$ cat src/rtl/seq_normalizer.sv
// Normalizer: shifts a word one bit per cycle until its target end bit is set.
// Optional NORM_ABORT_EN adds an abort input that cancels an operation in SHIFT.
module seq_normalizer #(
    parameter int DATA_W = 8
) (
    input  logic                       clk,
    input  logic                       rst_n,
    input  logic                       start,
    input  logic [DATA_W-1:0]          din,
    input  logic                       dir,
`ifdef NORM_ABORT_EN
    input  logic                       abort,
`endif
    output logic                       busy,
    output logic                       done,
    output logic [DATA_W-1:0]          dout,
    output logic [$clog2(DATA_W)-1:0]  cnt,
    output logic                       zero
);

    localparam int CNT_W = $clog2(DATA_W);
    localparam logic [CNT_W-1:0] CNT_MAX = CNT_W'(DATA_W - 1);

    typedef enum logic [1:0] {
        ST_IDLE  = 2'd0,
        ST_SHIFT = 2'd1,
        ST_DONE  = 2'd2
    } state_t;

    state_t             r_state;
    state_t             w_next_state;
    logic [DATA_W-1:0]  r_work;
    logic               r_dir;
    logic [CNT_W-1:0]   r_count;
    logic [DATA_W-1:0]  r_dout;
    logic [CNT_W-1:0]   r_cnt;
    logic               r_zero;
    logic               w_capture;
    logic               w_target;
    logic               w_work_zero;
    logic               w_finish;
    logic               w_abort;

`ifdef NORM_ABORT_EN
    assign w_abort = abort;
`else
    assign w_abort = 1'b0;
`endif

    assign w_capture   = start && (r_state == ST_IDLE || r_state == ST_DONE);
    assign w_target    = r_dir ? r_work[0] : r_work[DATA_W-1];
    assign w_work_zero = (r_work == '0);
    // Count limit is a safety net; a nonzero word reaches its target first.
    assign w_finish    = w_target || w_work_zero || (r_count == CNT_MAX);

    always_ff @(posedge clk or negedge rst_n) begin
        if (!rst_n) begin
            r_state <= ST_IDLE;
        end else begin
            r_state <= w_next_state;
        end
    end

    always_comb begin
        w_next_state = r_state;
        case (r_state)
            ST_IDLE:  w_next_state = start ? ST_SHIFT : ST_IDLE;
            ST_SHIFT: begin
                if (w_abort) begin
                    w_next_state = ST_IDLE;
                end else if (w_finish) begin
                    w_next_state = ST_DONE;
                end
            end
            ST_DONE:  w_next_state = start ? ST_SHIFT : ST_IDLE;
            default:  w_next_state = ST_IDLE;
        endcase
    end

    always_comb begin
        busy = (r_state == ST_SHIFT);
        done = (r_state == ST_DONE);
    end

    // Results are registered only on the edge entering DONE, so an abort leaves them untouched.
    always_ff @(posedge clk or negedge rst_n) begin
        if (!rst_n) begin
            r_work  <= '0;
            r_dir   <= 1'b0;
            r_count <= '0;
            r_dout  <= '0;
            r_cnt   <= '0;
            r_zero  <= 1'b0;
        end else if (w_capture) begin
            r_work  <= din;
            r_dir   <= dir;
            r_count <= '0;
        end else if (r_state == ST_SHIFT && !w_abort) begin
            if (w_finish) begin
                r_dout <= r_work;
                r_cnt  <= r_count;
                r_zero <= w_work_zero;
            end else begin
                r_work  <= r_dir ? {1'b0, r_work[DATA_W-1:1]} : {r_work[DATA_W-2:0], 1'b0};
                r_count <= r_count + 1'b1;
            end
        end
    end

    assign dout = r_dout;
    assign cnt  = r_cnt;
    assign zero = r_zero;

endmodule
$ cat config.mk
export PLATFORM = sky130hd
export DESIGN_NAME = seq_normalizer
export DESIGN_NICKNAME = d
export VERILOG_FILES = /design/src/rtl/seq_normalizer.sv
export SDC_FILE = /design/constraint.sdc
export NUM_CORES = 1
export LEC_CHECK = 0
export ABC_AREA = 1
export CORE_ASPECT_RATIO = 2
export CORE_MARGIN = 5
export CORE_UTILIZATION = 45
export DETAILED_ROUTE_END_ITERATION = 6
export PLACE_DENSITY = 0.71
export SLEW_MARGIN = 5
export SYNTH_ARGS = -nofsm -noshare
export SYNTH_HDL_FRONTEND = slang
export SYNTH_SLANG_ARGS = --single-unit
$ cat constraint.sdc
create_clock -name clk -period 1.65 [get_ports clk]
set_input_delay 0.495 -clock clk [delete_from_list [all_inputs] [get_ports clk]]
set_output_delay 0.495 -clock clk [all_outputs]
set_load 0.05 [all_outputs]
==> flow_summary_export.csv, run 1 <==
group,metric,value,unit
timing,max_slew.worst_pin.slew,0.334,ns
logic_synthesis,synth-edff-count,0,
critical_path,cp_num_cells,2,
place,place_congestion,0.844,
logic_synthesis,async_flop_share,100,%
cts,clkLatencyLatePin,0.27,ns
global_route,grt_pass1_vias,1186,
cts,cts_sinks,26,
cells_and_area,drive_gt1_share,26.8,%
power_and_ir_drop,leakagePower,0.000986,uW
detailed_routing,dr.pass1.iters,5,
logic_synthesis,synth_area_leader_cell,"dfrtp_1",
timing,rsz0062_at_grt,"true",
place,placed_cell_area,1800,um^2
timing,whs,0.523,ns
detailed_routing,routedWlPerCell,14.4,um
critical_path,crit_path_cell_trace,"nor2_4 -> buf_12",
logic_synthesis,yosysMostFrequentCell,"nand2_1",
place,dp_hpwl,2370,um
timing,slew_viol_final,0,
cells_and_area,fillerInstances,230,
logic_synthesis,synth_area_leaders,"dfrtp_1 49%, nand2_1 16%, nand3_1 7.5%, o21ai_0 4.1%, o21ai_2 4.0%",
place,portBuffers,25,
critical_path,arrival,1.14,ns
logic_synthesis,ys_seq_area_share,49.0,%
floorplan,row_count,28,
cells_and_area,n_antenna_cell,0,
cts,cts_inserted_buffers,3,
power_and_ir_drop,power.density,2410,nW/um^2
timing,period_minus_slack,1.63,ns
timing,max_freq,612,MHz
detailed_routing,vias_per_cell,5.37,
timing,finalHoldViolations,0,
critical_path,crit_type,"flop to primary output",
timing,finalCritPeriodShare,99.1,%
timing,slew_headroom,77.7,%
timing,finalSetupTns,0,ns
detailed_routing,routed_wl,3390,um
logic_synthesis,syn-cell-area,1330,um^2
critical_path,slowest_delay,0.44,ns
cts,clockBufferDepth,2,
detailed_routing,vias,1262,
logic_synthesis,ys_types,19,
critical_path,worstPathMaxFanout,4,
detailed_routing,drt-initial-drc-count,61,
status,outcome,"completed",
logic_synthesis,ys.flop_type,"dfrtp_1",
global_route,grt_overflow,0,
critical_path,r2r_cells,9,
detailed_routing,drc_errors,0,
cts,htreeDepth,1,
floorplan,core_area,2910,um^2
cts,cts_tree,"yes",
critical_path,crit_slowest_cell,"dfrtp_1",
cts,clk_pin_slew_worst_paths,0.09,ns
floorplan,initial_utilization,45.7,%
global_route,track_usage,15.7,%
power_and_ir_drop,peakVddDrop,1170,uV
hold_path,holdPathStages,2,
cts,cts-root-buf,"clkbuf_8",
floorplan,die_h,86.8,um
floorplan,die_x,48.4,um
global_route,grt_pass1_wl,5330,um
logic_synthesis,synth_top_area_share,49.0,%
cells_and_area,nNetsFinal,220,
logic_synthesis,synth-seq-cells,26,
flow_run,drv_cap,0,
critical_path,required,1.15,ns
detailed_routing,antenna_left,0,
cells_and_area,area_growth,49.2,%
global_route,antenna_found_initial,0,
cells_and_area,fin_area,1980,um^2
logic_synthesis,yosysWarningCount,0,
critical_path,cp_num_buf_inv,1,
hold_path,hold_class,"flop to flop",
global_route,grt_max_degree,27,
floorplan,design.die.area,4200,um^2
logic_synthesis,syn_inst,165,
critical_path,critPathCaptureType,"primary output",
critical_path,path_delay_family,"flip-flops",
timing,setup_viol,0,
floorplan,io_pins,26,
logic_synthesis,syn_nets,179,
logic_synthesis,avgSynthCellArea,8.05,um^2
critical_path,cp-start-kind,"flop",
timing,fin_skew,0.00224,ns
logic_synthesis,ys_top_cells_by_count,"57 x nand2_1, 26 x dfrtp_1, 20 x nand3_1",
-- kinds of logic after synthesis --
logic type | count (synthesis) | synth area share (%)
and+or+nand+nor | 93 | 30.5
AOI/OAI and AO/OA | 25 | 11.3
DFF | 26 | 49.0
adders and majority gates | 2 | 1.88
buffers and inverters | 19 | 7.26
-- final timing paths --
path	end	slack [ns]	from
max	busy	0.02	r_state[1]$_DFFE_PN0P_
max reg2reg	r_work[6]$_DFFE_PN0P_	0.04	r_count[1]$_DFFE_PN0P_
min	cnt[2]$_DFFE_PN0P_	0.52	r_count[2]$_DFFE_PN0P_
min reg2reg	cnt[2]$_DFFE_PN0P_	0.52	r_count[2]$_DFFE_PN0P_
min in group asynchronous	dout[2]$_DFFE_PN0P_	0.58	rst_n
max in group asynchronous	r_work[1]$_DFFE_PN0P_	0.82	rst_n
-- worst register-to-register path, delay by kind of cell, from the launching register on --
kind                       cells  cell delay [ns]
buffers and inverters          2             0.19
adders and majority gates      2             0.36
and+or+nand+nor                5             0.54
DFF                            1             0.42
-- layout by cell type, fill, tap and decap left out, types with 2 or more instances in the layout --
master,n
buf_12,15
buf_4,13
clkbuf_8,3
clkdlybuf4s50_1,11
dfrtp_1,26
ha_2,2
inv_1,9
inv_2,4
nand2_1,56
nand2_2,2
nand2_4,2
nand3_1,19
nand3_2,2
nor2_1,9
nor2_4,2
o21ai_0,11
o21ai_1,7
o21ai_2,5
-- stage by stage --
| stage | cells | total power [uW] | util, % | setup slack [ns] |
|---|---|---|---|---|
| global route | 235 | 5080 | 68.1 | -0.0423 |
| finish | 235 | 4780 | 68.1 | 0.0155 |
| CTS | 229 | 4520 | 64.6 | 0.00835 |
| global placement | 225 | 3910 | 62.0 | 0.00311 |
| detailed placement | 225 | 3970 | 62.0 | -0.0360 |
| floorplan | 165 | 2840 | - | 0.114 |
-- sequential cells by signal (all words and copies together), names as in the netlist --
name,cells
r_count,3
dout,8
zero,1
r_dir,1
cnt,3
r_state,2
r_work,8
-- report_power, final --
group | switching [uW] | internal, uW
Clock | 210 | 325
Combinational | 1680 | 1330
Sequential | 300 | 928
Total | 2190 | 2590
-- layout make-up --
type                       count  area [um^2]  area share [%]
clock buffer                   3         41.3            2.08
multi-input combinational    121          628            31.7
clock inverter                 1         30.0            1.52
tap                           30         37.5            1.90
sequential                    26          651            32.8
timing repair buffer          41          544            27.5
inverter                      13         48.8            2.46
-- per-layer routing --
| metal | track usage, % | vias up | wire, um |
|---|---|---|---|
| met5 | 0 | - | 0 |
| li1 | - | 609 | - |
| met2 | 28.9 | 37 | 1900 |
| met3 | 2.75 | 8 | 145 |
| met1 | 16.9 | 608 | 1250 |
| met4 | 6.80 | 0 | 97 |
-- timing repair --
action                                 in CTS  in global routing
setup buffers                               0                  4
setup endpoints to repair                   1                 24
resized for setup                           1                 10
hold buffers                                0                  0
gates cloned                                0                  2
endpoints found under the hold margin       0                  0
pin swaps                                   0                  4
Note: power is estimated with default switching activity, not from simulation.
==> run 2: changes to the inputs <==
- DONT_BUFFER_PORTS: unset -> 1
- PLACE_DENSITY: 0.71 -> unset
==> run 2 against run 1 <==
Design area is 22% lower. Count of clock-buffer cells in the layout is 1 higher. Global-route usage is 1.2 points lower. Highest routed layer unchanged. First-iteration DRC count is 54% lower. Critical path type is now flop to flop. Critical path depth is 7 higher. Register-to-register slack better by 0.06 ns. Utilization is 15 points lower. Worst setup slack better by 0.083 ns.
==> flow_summary_export.csv, run 2 (synthesis results as in run 1) <==
group,metric,value,unit
global_route,track_usage,14.4,%
critical_path,cp_common_cell,"nand2_2",
timing,period_minus_slack,1.55,ns
hold_path,hold_class,"input port to async pin",
place,portBuffers,0,
detailed_routing,wl_met1,1200,um
cts,cts_tree,"yes",
detailed_routing,vias,1102,
critical_path,arrival,1.75,ns
place,post-place-ws,0.0494,ns
cells_and_area,layout_common_cells,"55 x nand2_1, 26 x dfrtp_1, 20 x nand3_1",
cts,clk_pin_slew_worst_paths,0.09,ns
cts,htreeDepth,1,
cells_and_area,drive_gt1_share,21.0,%
cells_and_area,fin_area,1550,um^2
timing,finalCritPeriodShare,94.0,%
global_route,antenna_found_initial,0,
critical_path,required,1.85,ns
place,dp_hpwl,2160,um
place,place_congestion,0.753,
timing,slew_headroom,53.3,%
critical_path,critPathCaptureType,"flop",
detailed_routing,drc_errors,0,
cells_and_area,nNetsFinal,191,
floorplan,io_pins,26,
global_route,grt_max_degree,27,
cts,clockBufferDepth,2,
timing,fin_skew,0.00342,ns
critical_path,crit_path_cell_trace,"ha_2 -> ha_4 -> inv_2 -> nand2_2 -> nor2_4 -> o21ai_4 -> nand2_2 -> nand3_1 -> nand2_1",
timing,max_freq,644,MHz
detailed_routing,highest_layer,"met4",
timing,setup_viol,0,
global_route,grt_overflow,0,
status,outcome,"completed",
cells_and_area,n_antenna_cell,0,
timing,max_slew.worst_pin.slew,0.696,ns
detailed_routing,wl_met3,104,um
cts,cts_inserted_buffers,3,
timing,slew_viol_final,0,
detailed_routing,routedWlPerCell,14.3,um
place,placed_cell_area,1380,um^2
floorplan,core_area,2910,um^2
global_route,grt_pass1_wl,4930,um
detailed_routing,dr_wl_met2,1620,um
critical_path,cp-start-kind,"flop",
floorplan,design.die.area,4200,um^2
critical_path,slowest_delay,0.39,ns
cts,cts-root-buf,"clkbuf_8",
detailed_routing,antenna_left,0,
detailed_routing,dr.pass1.iters,4,
global_route,grt_pass1_vias,1113,
floorplan,die_h,86.8,um
critical_path,worstPathMaxFanout,9,
timing,setup_slack,0.0984,ns
critical_path,crit_type,"flop to flop",
timing,finalHoldViolations,0,
detailed_routing,vias_per_cell,5.35,
floorplan,row_count,28,
critical_path,crit_slowest_cell,"dfrtp_1",
cells_and_area,area_growth,16.9,%
cells_and_area,final_common_cell,"nand2_1",
cts,cts_sinks,26,
timing,whs,0.0349,ns
detailed_routing,routed_wl,2950,um
floorplan,die_x,48.4,um
flow_run,drv_cap,0,
floorplan,initial_utilization,45.7,%
detailed_routing,drt-initial-drc-count,28,
cts,clkLatencyLatePin,0.26,ns
## run 2: changes by cell type in the layout (fill, tap and decap cells not counted), sizes merged
cell | previous run | this run
clkdlybuf4s50 | 11 | 0
clkbuf | 4 | 5
nand2 | 60 | 61
buf | 29 | 11
nand3 | 22 | 21
bufinv | 1 | 0
## run 2: worst max-delay path: cells and delay by family, from the launching register on
kind / cells / cell delay, ns
simple gates: 5 / 0.60
fa+ha+maj: 2 / 0.35
buf+inv: 1 / 0.04
flops: 1 / 0.39
compound gates: 1 / 0.11
## run 2: area by class of cell
class / instances / area (um^2)
inverter: 13 / 48.8
multi-input combinational: 121 / 627
sequential: 26 / 651
tap: 30 / 37.5
clock buffer: 4 / 55.1
timing repair buffer: 12 / 133
fill: 287 / 1360
## run 2: per-stage QoR
step                utilization [%]  setup TNS (ns)  instances
CTS                            49.9               0        200
global placement               47.3               0        195
finish                         53.4               0        206
floorplan                         -               0        165
global route                   53.4        -0.00418        206
detailed placement             47.3               0        195
## run 2: repair_timing
action / in CTS / in global routing
endpoints found under the setup margin: 0 / 22
hold endpoints to repair: 26 / 0
buffers inserted: 0 / 4
gates resized for setup: 0 / 10
hold buffers: 1 / 0
## run 2: layer usage
layer  track usage, %  vias to the layer above
met5                0                        -
met2             26.4                       21
met1             16.7                      528
met3             1.89                        2
li1                 -                      551
met4             5.04                        0
## run 2: final timing paths
| path | from | to | slack, ns | depth (start not counted) |
|---|---|---|---|---|
| hold / removal | rst_n | dout[2]$_DFFE_PN0P_ | 0.03 | 1 |
| min in group clk | dir | r_dir$_DFFE_PN0P_ | 0.34 | 2 |
| setup / recovery | r_count[1]$_DFFE_PN0P_ | r_count[0]$_DFFE_PN0P_ | 0.1 | 9 |
| hold reg to reg | r_work[6]$_DFFE_PN0P_ | r_work[6]$_DFFE_PN0P_ | 0.54 | 2 |
| setup reg to reg | r_count[1]$_DFFE_PN0P_ | r_count[0]$_DFFE_PN0P_ | 0.1 | 9 |
| max in group asynchronous | rst_n | r_count[2]$_DFFE_PN0P_ | 1.47 | 1 |
Power of run 2 is left out: the tool's default activity adds up to more than one toggle a clock period on the data nets, which glitch-free logic cannot reach.
==> run 3: changes to the inputs <==
- CORE_ASPECT_RATIO: 2 -> 1.75
- TNS_END_PERCENT: unset -> 1
==> run 3 against run 2 <==
Worst setup slack got worse by 0.065 ns. Hold slack gained 0.0016 ns. Global-route usage rose by 1.5 points. Cell count decreased by 2.4%. Die area is 0.55% lower.
==> flow_summary_export.csv, run 3 (synthesis results as in run 1) <==
group,metric,value,unit
status,outcome,"completed",
cts,cts_sinks,26,
global_route,grt_pass1_vias,1083,
timing,setup_viol,0,
critical_path,r2r_cells,10,
critical_path,worstPathMaxFanout,6,
detailed_routing,routed_wl,2990,um
global_route,antenna_found_initial,0,
detailed_routing,drc_errors,0,
cells_and_area,layout_common_cells,"51 x nand2_1, 26 x dfrtp_1, 20 x nand3_1",
critical_path,critPathCaptureType,"flop",
hold_path,hold_class,"input port to async pin",
floorplan,core_area,2900,um^2
cts,htreeDepth,1,
cts,cts_tree,"yes",
place,place_congestion,0.779,
global_route,track_usage,16.0,%
critical_path,r2r_start,"r_count[1]$_DFFE_PN0P_",
global_route,grt_util_met3,3.27,%
timing,slew_viol_final,0,
cells_and_area,drive_gt1_share,22.5,%
place,post-place-ws,0.0539,ns
timing,rsz0062_at_grt,"true",
timing,fin_skew,0.00292,ns
floorplan,die_h,81.9,um
place,dp_hpwl,2090,um
cts,clkLatencyLatePin,0.26,ns
detailed_routing,routedWlPerCell,14.9,um
critical_path,crit_type,"flop to flop",
timing,finalHoldViolations,0,
detailed_routing,vias,1108,
critical_path,arrival,1.81,ns
global_route,met2_usage,28.4,%
floorplan,io_pins,26,
timing,setup_slack,0.0334,ns
cts,clk_pin_slew_worst_paths,0.09,ns
timing,period_minus_slack,1.62,ns
critical_path,required,1.85,ns
cells_and_area,final_common_cell,"nand2_1",
critical_path,cp-start-kind,"flop",
timing,slew_headroom,57.0,%
global_route,grt_pass1_wl,5040,um
cts,cts_inserted_buffers,3,
floorplan,die_x,51.1,um
timing,max_slew.worst_pin.slew,0.641,ns
cells_and_area,area_growth,17.0,%
cells_and_area,fillerInstances,275,
cells_and_area,final_util,53.6,%
place,portBuffers,0,
critical_path,reg2reg_to,"dout[7]$_DFFE_PN0P_",
cells_and_area,nNetsFinal,189,
timing,max_freq,619,MHz
cells_and_area,n_antenna_cell,0,
global_route,grt_overflow,0,
detailed_routing,vias_per_cell,5.51,
timing,finalCritPeriodShare,98.0,%
flow_run,drv_cap,0,
detailed_routing,dr.pass1.iters,5,
critical_path,r2r_slack,0.03,ns
global_route,grt_util_met1,18.5,%
floorplan,row_count,26,
floorplan,initial_utilization,45.9,%
detailed_routing,drt-initial-drc-count,30,
cts,clockBufferDepth,2,
detailed_routing,antenna_left,0,
floorplan,design.die.area,4180,um^2
global_route,grt_max_degree,27,
cts,cts-root-buf,"clkbuf_8",
global_route,busiest_layer,"met2",
==> run 3: changes by cell type in the layout (fill, tap and decap cells not counted) <==
cell       previous run  this run
nand2_2               4         7
clkbuf_16             1         2
clkbuf_8              4         3
nand2_1              55        51
buf_4                 9         7
o21ai_2               5         6
o21ai_1               7         6
==> run 3: worst max path at each step <==
stage / startpoint / endpoint / slack [ns] / cells after the start
floorplan: r_state[1]$_DFFE_PN0P_ / done / 0.11 / 2
detailed placement: r_count[0]$_DFFE_PN0P_ / r_work[2]$_DFFE_PN0P_ / 0.05 / 8
global placement: r_count[0]$_DFFE_PN0P_ / r_work[2]$_DFFE_PN0P_ / 0.10 / 8
CTS: r_count[0]$_DFFE_PN0P_ / r_work[2]$_DFFE_PN0P_ / 0.02 / 8
finish: r_count[1]$_DFFE_PN0P_ / dout[7]$_DFFE_PN0P_ / 0.03 / 10
global route: r_count[1]$_DFFE_PN0P_ / dout[2]$_DFFE_PN0P_ / -0.04 / 10
==> run 3: stage by stage <==
stage / setup TNS [ns] / instance area (um^2) / std cells / hold WS (ns)
2_1_floorplan: 0 / 1330 / 165 / 0.199
3_3_place_gp: 0 / 1370 / 192 / 0.200
3_5_place_dp: 0 / 1370 / 192 / 0.200
4_1_cts: 0 / 1430 / 196 / 0.0342
5_1_grt: -0.336 / 1550 / 201 / 0.0303
6_report: 0 / 1550 / 201 / 0.0364
==> run 3: timing repair <==
action / in CTS / in global routing
buffers inserted: 0 / 3
resized for setup: 0 / 15
hold endpoints to repair: 26 / 0
hold buffers: 1 / 0
setup endpoints to repair: 0 / 23
==> run 3: critical path, stage by stage (launching register included) <==
cell and delay, ns:
dfrtp_1 0.41, ha_2 0.21, ha_4 0.16, inv_2 0.04, nand2_2 0.05, nor2_4 0.16
o21ai_4 0.09, nand2_4 0.14, clkbuf_16 0.16, nand2_1 0.04, o21ai_1 0.08
==> run 3: routing by layer <==
| layer | vias to the layer above | share of wire [%] |
|---|---|---|
| met2 | 30 | 56 |
| met3 | 2 | 3.5 |
| met4 | 0 | 1.1 |
| li1 | 544 | - |
| met1 | 532 | 40 |
| met5 | - | 0 |
==> run 3: final cells by class <==
type | count | area (um^2) | area share [%]
sequential | 26 | 651 | 41.9
multi-input combinational | 120 | 634 | 40.9
timing repair buffer | 11 | 143 | 9.19
inverter | 13 | 48.8 | 3.14
clock buffer | 3 | 41.3 | 2.66
tap | 28 | 35.0 | 2.26
Power of run 3 is left out for the same reason.
==> RTL change 1, RTL diff (settings of run 2) <==
The option `NORM_ABORT_EN` is turned on by a define.
--- a/src/rtl/seq_normalizer.sv
+++ b/src/rtl/seq_normalizer.sv
@@ -1,5 +1,7 @@
 // Normalizer: shifts a word one bit per cycle until its target end bit is set.
 // Optional NORM_ABORT_EN adds an abort input that cancels an operation in SHIFT.
+`define NORM_ABORT_EN
+
 module seq_normalizer #(
     parameter int DATA_W = 8
 ) (
Interface: changed (added abort); port bits go from 26 to 27. No check against the original RTL was run, so the function may have changed too.
==> RTL change 1 against run 2 <==
Worst setup slack worse by 0.011 ns; design area is 0.24% lower; critical endpoint is now dout[5]; synthesized cell count rose by 1.8%; synthesized area up 2.3%; global-route usage decreased by 0.14 points; largest cell class unchanged; sequential cell count unchanged; critical path type unchanged; core utilization fell by 0.76 points; routed wire length up 0.47%.
==> RTL change 1: results <==
export IMPL_drive_above_1_share_pct=21.6
export IMPL_cts_setup_buffers=0
export IMPL_wl_met2_mm=1.63
export IMPL_clk_pin_slew_worst_paths_ns=0.09
export IMPL_hp_class="primary input to async pin"
export IMPL_cts_htree_levels=1
export IMPL_synth_compound_area_share_pct=11.9
export IMPL_use_met3_pct=1.53
export IMPL_worstPathArrival_ns=1.77
export IMPL_synth_area_top_cells="dfrtp_1 (48%), nand2_1 (16%), nand3_1 (7.7%)"
export IMPL_synthAdderAreaFrac_pct=1.84
export IMPL_placed_area_um2=1410
export IMPL_pre_cts_ws_ns=0.0463
export IMPL_drt_iter0_markers=36
export IMPL_insertion_delay_ns=0.28
export IMPL_diodes=0
export IMPL_outcome="complete, no violations"
export IMPL_ys_types=18
export IMPL_grt_pass1_wl_mm=4.91
export IMPL_avgRoutedWirePerCell_um=14.4
export IMPL_synth_warning_count=0
export IMPL_reg2reg_slack_ns=0.09
export IMPL_synth_xor_area_share_pct=0
export IMPL_routed_via_density=5.38
export IMPL_post_place_cells=198
export IMPL_met1Wirelength_mm=1.16
export IMPL_globalplace_congestion=0.768
export IMPL_ys_async_sr_fraction_pct=100
export IMPL_wl_met3_um=102
export IMPL_crit_fanout=8
export IMPL_grt_usage_pct=14.3
export IMPL_cts_hold_buf=1
export IMPL_grt_busiest_layer="met2"
export IMPL_routed_top_layer="met4"
export IMPL_worstMarginPinSlew_ns=0.502
export IMPL_cts_resized=0
export IMPL_gr_usage_met1_pct=14.2
export IMPL_r2r_end="dout[5]"
export IMPL_startpoint="r_count[0]"
export IMPL_irDropWorstVdd_mv=0.873
export IMPL_fin_nets=192
export IMPL_hold_worst_slack_ns=0.0176
export IMPL_reg2reg_depth=10
export IMPL_hpwl_mm=2.19
export IMPL_muxShareOfSynthArea_pct=0
export IMPL_cp_slowest_cell="dfrtp_1"
export IMPL_yosysSeqAreaShare_pct=47.9
export IMPL_critPathMaxStageDelay_ns=0.42
export IMPL_vias=1108
export IMPL_synth_fp_nets=183
export IMPL_use_met2_pct=28.6
export IMPL_synth_area_per_cell_um2=8.08
export IMPL_synthFlopType="dfrtp_1"
export IMPL_crit_family="flip-flops"
export IMPL_fin_skew_ns=0.00514
export IMPL_synth_commonest_cells="nand2_1 (57), dfrtp_1 (26), nand3_1 (21), o21ai_0 (14), inv_1 (12)"
==> RTL change 1: power breakdown <==
part | switching (W) | internal, W | leakage (nW)
Sequential | 0.000606 | 0.000879 | 0.340
Clock | 0.000205 | 0.000214 | 0.0288
Combinational | 0.000848 | 0.000509 | 0.437
==> RTL change 1: cell type report <==
class	count	area [um2]
Fill cell	296	1400
Sequential cell	26	651
Multi-Input combinational cell	121	623
Timing Repair Buffer	11	129
Clock buffer	4	55.1
Inverter	14	52.6
Tap cell	30	37.5
==> RTL change 1: worst max-delay path by stage <==
stage / end / slack, ns / cells past startpoint
3_3_place_gp: dout[2] / 0.12 / 10
3_5_place_dp: dout[2] / 0.05 / 10
2_1_floorplan: done / 0.07 / 2
4_1_cts: dout[2] / 0.02 / 10
6_report: dout[5] / 0.09 / 10
5_1_grt: dout[4] / -0.01 / 10
==> RTL change 2, RTL diff (settings of run 2) <==
Without the edit above. Reset style: synchronous (`rst_n`), changed in 2 clocked blocks.
--- a/src/rtl/seq_normalizer.sv
+++ b/src/rtl/seq_normalizer.sv
@@ -53,7 +53,7 @@
     // Count limit is a safety net; a nonzero word reaches its target first.
     assign w_finish    = w_target || w_work_zero || (r_count == CNT_MAX);
 
-    always_ff @(posedge clk or negedge rst_n) begin
+    always_ff @(posedge clk) begin
         if (!rst_n) begin
             r_state <= ST_IDLE;
         end else begin
@@ -83,7 +83,7 @@
     end
 
     // Results are registered only on the edge entering DONE, so an abort leaves them untouched.
-    always_ff @(posedge clk or negedge rst_n) begin
+    always_ff @(posedge clk) begin
         if (!rst_n) begin
             r_work  <= '0;
             r_dir   <= 1'b0;
Formal check against the unedited RTL: differs if rst_n is asserted again (counterexample within 4 cycles, from zero or initial values and one cycle with rst_n low); with rst_n held inactive, the same outputs for 10 cycles.
==> RTL change 2 against run 2 <==
Routed wire length up 2.2%; critical path depth fell by 7; global-route usage rose by 1.6 points; clock skew increased by 0.0010 ns; core utilization up 0.98 points; hold slack gained 0.30 ns; sequential cell count stayed put; fmax fell by 2.4%; design area shrank 3.0%; highest routed layer unchanged; synthesized area is 2.2% lower; worst setup slack worse by 0.038 ns; critical path type is now flip-flop to output port.
==> RTL change 2: results <==
export IMPL_synth_fp_nets=196
export IMPL_drt_first_pass_iters=4
export IMPL_gr_usage_met1_pct=19.9
export IMPL_use_met3_pct=2.73
export IMPL_drive_above_1_share_pct=18.4
export IMPL_irDropWorstVdd_mv=0.744
export IMPL_crit_fanout=8
export IMPL_drt_iter0_markers=29
export IMPL_routed_top_layer="met4"
export IMPL_grt_pass1_wl_mm=4.99
export IMPL_reg2reg_depth=9
export IMPL_pwr_share_comb_pct=29.3
export IMPL_yosysSeqAreaShare_pct=40.1
export IMPL_clk_pin_slew_worst_paths_ns=0.09
export IMPL_slew_headroom_pct=65.6
export IMPL_met1Wirelength_mm=1.22
export IMPL_holdPathStages=2
export IMPL_synth_commonest_cells="nand2_1 (45), dfxtp_1 (26), a21oi_1 (22), nand3_1 (20), inv_1 (15)"
export IMPL_placed_area_um2=1320
export IMPL_cts_htree_levels=1
export IMPL_wl_met3_um=146
export IMPL_seq_power_share_pct=41.9
export IMPL_pre_cts_ws_ns=0.0617
export IMPL_max_freq_ghz=0.629
export IMPL_outcome="complete, no violations"
export IMPL_synth_warning_count=0
export IMPL_synthFlopType="dfxtp_1"
export IMPL_ys_types=23
export IMPL_finalWirelength_mm=3.02
export IMPL_clockBufferDepth=2
export IMPL_hold_worst_slack_ns=0.330
export IMPL_synth_area_top_cells="dfxtp_1 (40%), nand2_1 (13%), a21oi_1 (8.5%)"
export IMPL_p_leak_nw=0.619
export IMPL_n_fill_cell=285
export IMPL_insertion_delay_ns=0.27
export IMPL_fin_nets=205
export IMPL_grt_pass1_vias=1142
export IMPL_worstPathArrival_ns=1.09
export IMPL_vias=1175
export IMPL_pg_comb_w=0.000528
export IMPL_globalplace_congestion=0.832
export IMPL_cts_made_buffers=3
export IMPL_grt_usage_pct=16.0
export IMPL_hpwl_mm=2.20
export IMPL_grt_max_degree=19
export IMPL_fin_skew_ns=0.00444
export IMPL_wl_met2_mm=1.57
export IMPL_diodes=0
export IMPL_synth_area_per_cell_um2=7.14
export IMPL_ys_async_sr_fraction_pct=0
export IMPL_port_buffers=0
export IMPL_stdcell_area_um2=1510
export IMPL_hp_class="primary input to flip-flop"
export IMPL_cts_root_buffer="clkbuf_8"
export IMPL_reg2reg_slack_ns=0.06
export IMPL_use_met2_pct=26.3
export IMPL_switchingPower_w=0.000588
export IMPL_avgRoutedWirePerCell_um=13.8
export IMPL_antenna_found_initial=0
## RTL change 2: final cells by class
class	instances	area share, %
clock buffer	3	2.74
clock inverter	1	2.00
inverter	16	3.99
multi-input combinational	130	45.5
sequential	26	34.7
tap	29	2.41
timing repair buffer	14	8.65
## RTL change 2: worst paths after layout
kind	from	endpoint
worst max-delay path	r_state[0]	busy
worst min-delay path	rst_n	r_work[6]
worst max register to register	r_count[1]	r_work[2]
worst min register to register	r_work[7]	dout[7]
## RTL change 2: worst max-delay path, stage by stage (launching register included)
cell and delay [ns]:
dfxtp_1 0.41, inv_1 0.13, nor2_8 0.29
## RTL change 2: kinds of logic after synthesis
kind of cell,after synthesis,share of synthesized area [%]
and+or+nand+nor,89,32.5
AOI/OAI and AO/OA,39,15.6
buffers and inverters,26,9.92
DFF,26,40.1
adders and majority gates,2,1.93
## RTL change 2: what timing repair did
item | 4_1_cts | 5_1_grt
endpoints found under the setup margin | 0 | 19
gates resized for setup | 0 | 11
buffers inserted | 0 | 6
